<file path="config.mk">
export PLATFORM = sky130hd
export DESIGN_NAME = sum_display
export DESIGN_NICKNAME = d
export VERILOG_FILES = /design/src/rtl/sum_display_pkg.sv /design/src/rtl/sum_display_seg7_decoder.sv /design/src/rtl/sum_display.sv
export SDC_FILE = /design/constraint.sdc
export NUM_CORES = 1
export LEC_CHECK = 0
export BUFFER_PORTS_ARGS = -buffer_cell sky130_fd_sc_hd__buf_2
export CAP_MARGIN = 10
export CORE_UTILIZATION = 55
export CTS_BUF_LIST = sky130_fd_sc_hd__clkbuf_2 sky130_fd_sc_hd__clkbuf_4 sky130_fd_sc_hd__clkbuf_8
export CTS_CLUSTER_DIAMETER = 50
export DETAILED_ROUTE_END_ITERATION = 12
export GPL_ROUTABILITY_DRIVEN = 0
export PLACE_DENSITY = 0.78
export SLEW_MARGIN = 20
export SYNTH_ARGS = -nofsm -noshare
export SYNTH_HDL_FRONTEND = slang
export SYNTH_SLANG_ARGS = --single-unit
export TNS_END_PERCENT = 100
</file>
<file path="constraint.sdc">
create_clock -name clk -period 2.71 [get_ports clk]
set_clock_uncertainty 0.05 [all_clocks]
set_input_delay 0.271 -clock clk [delete_from_list [all_inputs] [get_ports clk]]
set_output_delay 0.271 -clock clk [all_outputs]
set_load 0.1 [all_outputs]
</file>
<file path="src/rtl/sum_display_pkg.sv">
// sum_display_pkg: shared types, widths and segment patterns for the
// sum_display block (adder result -> BCD -> 2-digit 7-segment display).
// Optional feature macro: SUM_DISPLAY_HEX_EN (hex digits, no double-dabble).
package sum_display_pkg;

    // Conversion controller states
    typedef enum logic [0:0] {
        ST_IDLE  = 1'b0,
        ST_SHIFT = 1'b1
    } state_t;

    // Datapath widths
    localparam int BIN_W   = 5;
    localparam int BCD_W   = 4;
    localparam int ITER    = 5;
    localparam int CNT_W   = 3;
    localparam int SHIFT_W = 2 * BCD_W + BIN_W;

    // Anode patterns (active-low): an[0] drives ones, an[1] drives tens
    localparam logic [1:0] AN_ONES = 2'b10;
    localparam logic [1:0] AN_TENS = 2'b01;

    // Active-low segment patterns, bit order {g,f,e,d,c,b,a}
    localparam logic [6:0] SEG_0     = 7'b1000000;
    localparam logic [6:0] SEG_1     = 7'b1111001;
    localparam logic [6:0] SEG_2     = 7'b0100100;
    localparam logic [6:0] SEG_3     = 7'b0110000;
    localparam logic [6:0] SEG_4     = 7'b0011001;
    localparam logic [6:0] SEG_5     = 7'b0010010;
    localparam logic [6:0] SEG_6     = 7'b0000010;
    localparam logic [6:0] SEG_7     = 7'b1111000;
    localparam logic [6:0] SEG_8     = 7'b0000000;
    localparam logic [6:0] SEG_9     = 7'b0010000;
    localparam logic [6:0] SEG_A     = 7'b0001000;
    localparam logic [6:0] SEG_B     = 7'b0000011;
    localparam logic [6:0] SEG_C     = 7'b1000110;
    localparam logic [6:0] SEG_D     = 7'b0100001;
    localparam logic [6:0] SEG_E     = 7'b0000110;
    localparam logic [6:0] SEG_F     = 7'b0001110;
    localparam logic [6:0] SEG_BLANK = 7'b1111111;

    // One double-dabble iteration on {tens, ones, bin}: add 3 to every BCD
    // nibble that is 5 or more, then shift the whole register left by one.
    function automatic logic [SHIFT_W-1:0] dd_step(input logic [SHIFT_W-1:0] r);
        logic [BCD_W-1:0] tens;
        logic [BCD_W-1:0] ones;
        tens = r[SHIFT_W-1 -: BCD_W];
        ones = r[BIN_W +: BCD_W];
        if (tens >= 4'd5) begin
            tens = tens + 4'd3;
        end else begin
            tens = tens;
        end
        if (ones >= 4'd5) begin
            ones = ones + 4'd3;
        end else begin
            ones = ones;
        end
        return {tens[BCD_W-2:0], ones, r[BIN_W-1:0], 1'b0};
    endfunction

endpackage

</file>
<file path="src/rtl/sum_display_seg7_decoder.sv">
// seg7_decoder: combinational 4-bit digit -> active-low 7-segment pattern.
// With SUM_DISPLAY_HEX_EN defined, codes 10-15 show A-F; otherwise blank.
import sum_display_pkg::*;

module seg7_decoder (
    input  logic [BCD_W-1:0] digit,
    input  logic             blank,
    output logic [6:0]       seg
);

    // Map the digit to its segment pattern, forcing blank when requested
    always_comb begin
        seg = SEG_BLANK;
        if (blank) begin
            seg = SEG_BLANK;
        end else begin
            case (digit)
                4'd0:    seg = SEG_0;
                4'd1:    seg = SEG_1;
                4'd2:    seg = SEG_2;
                4'd3:    seg = SEG_3;
                4'd4:    seg = SEG_4;
                4'd5:    seg = SEG_5;
                4'd6:    seg = SEG_6;
                4'd7:    seg = SEG_7;
                4'd8:    seg = SEG_8;
                4'd9:    seg = SEG_9;
`ifdef SUM_DISPLAY_HEX_EN
                4'd10:   seg = SEG_A;
                4'd11:   seg = SEG_B;
                4'd12:   seg = SEG_C;
                4'd13:   seg = SEG_D;
                4'd14:   seg = SEG_E;
                4'd15:   seg = SEG_F;
`endif
                default: seg = SEG_BLANK;
            endcase
        end
    end

endmodule

</file>
<file path="src/rtl/sum_display.sv">
// sum_display: converts the 5-bit adder result {cout, sum4} to two BCD
// digits (iterative double-dabble, start/busy/done handshake) and scans them
// onto a 2-digit common-anode 7-segment display.
// Optional feature macro: SUM_DISPLAY_HEX_EN (single-cycle hex split instead
// of double-dabble; decoder adds A-F).
import sum_display_pkg::*;

module sum_display #(
    parameter int REFRESH_DIV = 50000
) (
    input  logic             clk,
    input  logic             rst,
    input  logic             start,
    input  logic [BIN_W-1:0] value,
    output logic             busy,
    output logic             done,
    output logic [BCD_W-1:0] bcd_tens,
    output logic [BCD_W-1:0] bcd_ones,
    output logic [6:0]       seg,
    output logic [1:0]       an
);

    localparam int SCAN_W = (REFRESH_DIV > 2) ? $clog2(REFRESH_DIV) : 1;
    localparam logic [SCAN_W-1:0] SCAN_MAX = SCAN_W'(REFRESH_DIV - 1);

    state_t               state;
    state_t               state_nxt;
    logic [SHIFT_W-1:0]   shreg;
    logic [SHIFT_W-1:0]   shreg_nxt;
    logic [CNT_W-1:0]     cnt;
    logic [CNT_W-1:0]     cnt_nxt;
    logic                 busy_nxt;
    logic                 done_nxt;
    logic [BCD_W-1:0]     tens_nxt;
    logic [BCD_W-1:0]     ones_nxt;

    logic [SCAN_W-1:0]    scan_cnt;
    logic [SCAN_W-1:0]    scan_nxt;
    logic [1:0]           an_nxt;
    logic [BCD_W-1:0]     digit_sel;
    logic                 blank_sel;
    logic [6:0]           seg_dec;

    // Conversion state register
    always_ff @(posedge clk) begin
        if (rst) begin
            state <= ST_IDLE;
        end else begin
            state <= state_nxt;
        end
    end

    // Next-state logic: one SHIFT pass per iteration, back to IDLE at the end
    always_comb begin
        state_nxt = state;
        case (state)
            ST_IDLE: begin
                if (start) begin
                    state_nxt = ST_SHIFT;
                end else begin
                    state_nxt = ST_IDLE;
                end
            end
            ST_SHIFT: begin
`ifdef SUM_DISPLAY_HEX_EN
                state_nxt = ST_IDLE;
`else
                if (cnt == CNT_W'(1)) begin
                    state_nxt = ST_IDLE;
                end else begin
                    state_nxt = ST_SHIFT;
                end
`endif
            end
            default: state_nxt = ST_IDLE;
        endcase
    end

    // Datapath and handshake next values for each state
    always_comb begin
        shreg_nxt = shreg;
        cnt_nxt   = cnt;
        busy_nxt  = busy;
        done_nxt  = 1'b0;
        tens_nxt  = bcd_tens;
        ones_nxt  = bcd_ones;
        case (state)
            ST_IDLE: begin
                if (start) begin
                    shreg_nxt = {{(2 * BCD_W){1'b0}}, value};
                    cnt_nxt   = CNT_W'(ITER);
                    busy_nxt  = 1'b1;
                end else begin
                    busy_nxt  = 1'b0;
                end
            end
            ST_SHIFT: begin
`ifdef SUM_DISPLAY_HEX_EN
                // Hex mode: the result is a plain split of the latched value
                tens_nxt = {3'b000, shreg[BIN_W-1]};
                ones_nxt = shreg[BCD_W-1:0];
                done_nxt = 1'b1;
                busy_nxt = 1'b0;
`else
                shreg_nxt = dd_step(shreg);
                cnt_nxt   = cnt - CNT_W'(1);
                if (cnt == CNT_W'(1)) begin
                    tens_nxt = shreg_nxt[SHIFT_W-1 -: BCD_W];
                    ones_nxt = shreg_nxt[BIN_W +: BCD_W];
                    done_nxt = 1'b1;
                    busy_nxt = 1'b0;
                end else begin
                    busy_nxt = 1'b1;
                end
`endif
            end
            default: begin
                busy_nxt = 1'b0;
            end
        endcase
    end

    // Conversion datapath and result registers
    always_ff @(posedge clk) begin
        if (rst) begin
            shreg    <= {SHIFT_W{1'b0}};
            cnt      <= {CNT_W{1'b0}};
            busy     <= 1'b0;
            done     <= 1'b0;
            bcd_tens <= {BCD_W{1'b0}};
            bcd_ones <= {BCD_W{1'b0}};
        end else begin
            shreg    <= shreg_nxt;
            cnt      <= cnt_nxt;
            busy     <= busy_nxt;
            done     <= done_nxt;
            bcd_tens <= tens_nxt;
            bcd_ones <= ones_nxt;
        end
    end

    // Scan counter wrap and digit toggle
    always_comb begin
        if (scan_cnt == SCAN_MAX) begin
            scan_nxt = {SCAN_W{1'b0}};
            if (an == AN_ONES) begin
                an_nxt = AN_TENS;
            end else begin
                an_nxt = AN_ONES;
            end
        end else begin
            scan_nxt = scan_cnt + SCAN_W'(1);
            if (an == AN_TENS) begin
                an_nxt = AN_TENS;
            end else begin
                an_nxt = AN_ONES;
            end
        end
    end

    // Digit mux on the values that will be registered, so seg always matches
    // the anode and result registers of the same cycle; tens blanks when zero
    always_comb begin
        if (an_nxt == AN_TENS) begin
            digit_sel = tens_nxt;
            blank_sel = (tens_nxt == 4'd0);
        end else begin
            digit_sel = ones_nxt;
            blank_sel = 1'b0;
        end
    end

    seg7_decoder u_seg7_decoder (
        .digit (digit_sel),
        .blank (blank_sel),
        .seg   (seg_dec)
    );

    // Display scan registers; scanning never waits on the converter
    always_ff @(posedge clk) begin
        if (rst) begin
            scan_cnt <= {SCAN_W{1'b0}};
            an       <= AN_ONES;
            seg      <= SEG_0;
        end else begin
            scan_cnt <= scan_nxt;
            an       <= an_nxt;
            seg      <= seg_dec;
        end
    end

endmodule

</file>
==> results.toml <==
[yosys]
synth_async_sr_flop_share = 0
synth_cells = 312
seq_area_frac_synth = 0.397
synth_edf_count = 0
synth_top_cell_area_share = 0.397
synthFlopType = "dfxtp_1"
synthTopCellsByCount = "51 x dfxtp_1, 51 x nor2_1, 32 x a21oi_1"
netlist_top_cells_area = "dfxtp_1 40%, nor2_1 7.4%, a21oi_1 6.2%"
synthMuxAreaShare = 0.0540
synth_fp_nets = 332
synth.distinct_cells = 44
synth_compound_area_frac = 0.149
synth_top_family_by_area = "simple AND/OR/NAND/NOR gates"
synth-xor-area-share = 0.0477
yosysWarningCount = 0
synthSimpleGateAreaFrac = 0.251
postSynthAreaPerCell_um2 = 8.24
ys_ff_latch = 51
synth_largest_area_cell = "dfxtp_1"
syn_area_mm2 = 0.00257
synthAdderAreaFrac = 0.0584

[sta]
drv_slew = 0
hold_viol_final = 0
fmaxAchievable_ghz = 0.355
post-route-min-period_ns = 2.81
setup_tns_ns = -0.262
setup_viol = 4
period_share = 1.04
worst_slew_pin_slew_ns = 0.820
relSlewSlack = 0.449
rsz0062_at_grt = "yes"
setup_slack_ns = -0.104

[grt]
grt_use_total = 0.226
grt_pass1_vias = 2070
grt_pass1_wl_um = 9090
grt_max_degree = 34
antenna_found_initial = 0
gr-total-overflow = 0

[die]
die_area_mm2 = 0.00495
dieHeight_um = 70.4
core_region_area_mm2 = 0.00441
io_pins = 27
die_w_um = 70.4
start_util = 0.582
rows = 24

[placement]
io_buffer_count = 26
dp.cells = 399
dp_hpwl_um = 3880

[critical_path]
critPathSlowestCell = "or4b_4"
cp.required_ns = 2.83
crit_arrival_ns = 2.93
cpPeakStageDelay_ns = 0.55
r2r_setup_slack_ns = -0.10
crit_fanout = 5
worst_r2r_startpoint = "scan_cnt[11]"
reg2reg_to = "seg[3]"
crit_chain = "or4b_4, nor4_4, mux2i_4, mux2_4, nand3_4, inv_4, ha_4, nor2_2, o21ai_1, a21oi_1"
cp-start-kind = "register"
end_kind = "register"
reg2reg_depth = 10
critPathKind = "register to register"

[cts]
cts.path.max_buffers = 2
cts_buffers = 5
clockRootBuffer = "clkbuf_8"
path_clk_slew_ns = 0.09
cts_tree = "built"
htreeDepth = 2
clkSinkCount = 51
clock_latency_ns = 0.30

[cells_and_area]
area_growth_pct = 24.0
drive_gt1_frac = 0.268
fin_cells = 414
nets = 381
diodes = 0

[drt]
drc = 0
dr.first_iter.drc_count = 124
finalWirelength_um = 5730
first_pass_iters = 5
vias_per_cell = 5.54
num_vias = 2293
detail_route.wl_per_cell_um = 13.8
ant_nets = 0

[status]
violations = "setup timing"
status = "finished, violations left"

[power_and_ir_drop]
p_leak_nw = 1.33
power_density_mw_per_mm2 = 446
finalPower_mw = 1.42
ir_worst_vdd_uv = 426

[flow_run]
cap_violations = 0

[worst_hold_path]
hp-start = "value[0]"
whs_path_depth = 3
min_path_type = "input port to register"
hold_end = "shreg[0]"
[through the flow]
step | setup WS (ns) | cell area, µm² | hold slack (ns) | util
3_3_place_gp | 0.0458 | 2970 | 0.381 | 0.674
4_1_cts | -0.0460 | 3090 | 0.206 | 0.699
5_1_grt | -0.219 | 3190 | 0.273 | 0.723
3_5_place_dp | -0.0481 | 2970 | 0.391 | 0.674
2_1_floorplan | -0.0364 | 2660 | 0.368 | -
6_report | -0.104 | 3190 | 0.211 | 0.723
[registers in the layout, indices dropped and copies added (netlist names)]
| name | flops |
|---|---|
| bcd_ones | 4 |
| cnt | 3 |
| bcd_tens | 4 |
| done | 1 |
| an | 2 |
| seg | 7 |
| shreg | 13 |
| busy | 1 |
| scan_cnt | 16 |
[layer usage]
layer	routed length, µm	vias up	track usage
met5	0	-	0
met1	2630	1074	0.291
met3	199	8	0.0375
li1	-	1166	-
met2	2820	45	0.381
met4	82	0	0.0756
[layout make-up]
type	instances	area (µm²)
sequential	51	1030
timing repair buffer	57	370
fill	328	1220
multi-input combinational	233	1570
clock buffer	8	104
inverter	13	51.3
tap	52	65.1
[power breakdown]
group	internal, mW	switching, mW
clock	0.243	0.238
sequential	0.767	0.0120
combinational	0.0529	0.109
[cell families after synthesis]
| group | after synthesis |
|---|---|
| AO/OA/AOI/OAI | 66 |
| flip-flops | 51 |
| buffers and inverters | 29 |
| adder cells (fa/ha/maj) | 12 |
| AND/OR/NAND/NOR | 128 |
| XOR/XNOR | 14 |
| multiplexers | 12 |
[cell usage in the layout (no fill, tap or decap), types with 3 or more instances in the layout]
master / instances
ha_4: 3
ha_1: 8
nor3b_1: 6
nor2b_1: 5
nand2b_1: 6
a21oi_1: 31
buf_4: 29
dfxtp_1: 46
nand2_1: 22
nor3_1: 8
a211oi_1: 3
nand4_1: 3
xnor2_1: 5
inv_1: 10
nand3_1: 6
nor2_1: 49
clkbuf_8: 7
or3_1: 5
buf_2: 26
o21ai_0: 11
o21ai_1: 4
mux2i_4: 3
mux2i_1: 7
xor2_1: 9
o211ai_1: 3
dfxtp_2: 5
nand3b_1: 3
[worst max-delay path: cells and delay by family, from the launching register on]
| family | cells | cell delay, ns |
|---|---|---|
| AND/OR/NAND/NOR | 4 | 1.04 |
| flip-flops | 1 | 0.33 |
| adder cells (fa/ha/maj) | 1 | 0.26 |
| buffers and inverters | 1 | 0.06 |
| multiplexers | 2 | 0.73 |
| AO/OA/AOI/OAI | 2 | 0.22 |
[how the worst max path moves through the flow]
stage          cells past startpoint    startpoint  slack, ns     end
2_1_floorplan                     10   scan_cnt[8]      -0.04  seg[3]
3_3_place_gp                      10   scan_cnt[4]       0.05  seg[3]
3_5_place_dp                      10  scan_cnt[15]      -0.05  seg[3]
4_1_cts                           10   scan_cnt[4]      -0.05  seg[3]
5_1_grt                           10  scan_cnt[11]      -0.22  seg[3]
6_report                          10  scan_cnt[11]      -0.10  seg[3]
[repair_timing]
| item | CTS | global route |
|---|---|---|
| setup endpoints to repair | 6 | 7 |
| cloned | 0 | 1 |
| hold buffers | 0 | 0 |
| pin swaps | 2 | 11 |
| setup buffers | 1 | 5 |
| gates resized for setup | 1 | 13 |
No activity file was read; power rests on OpenSTA's default activity.
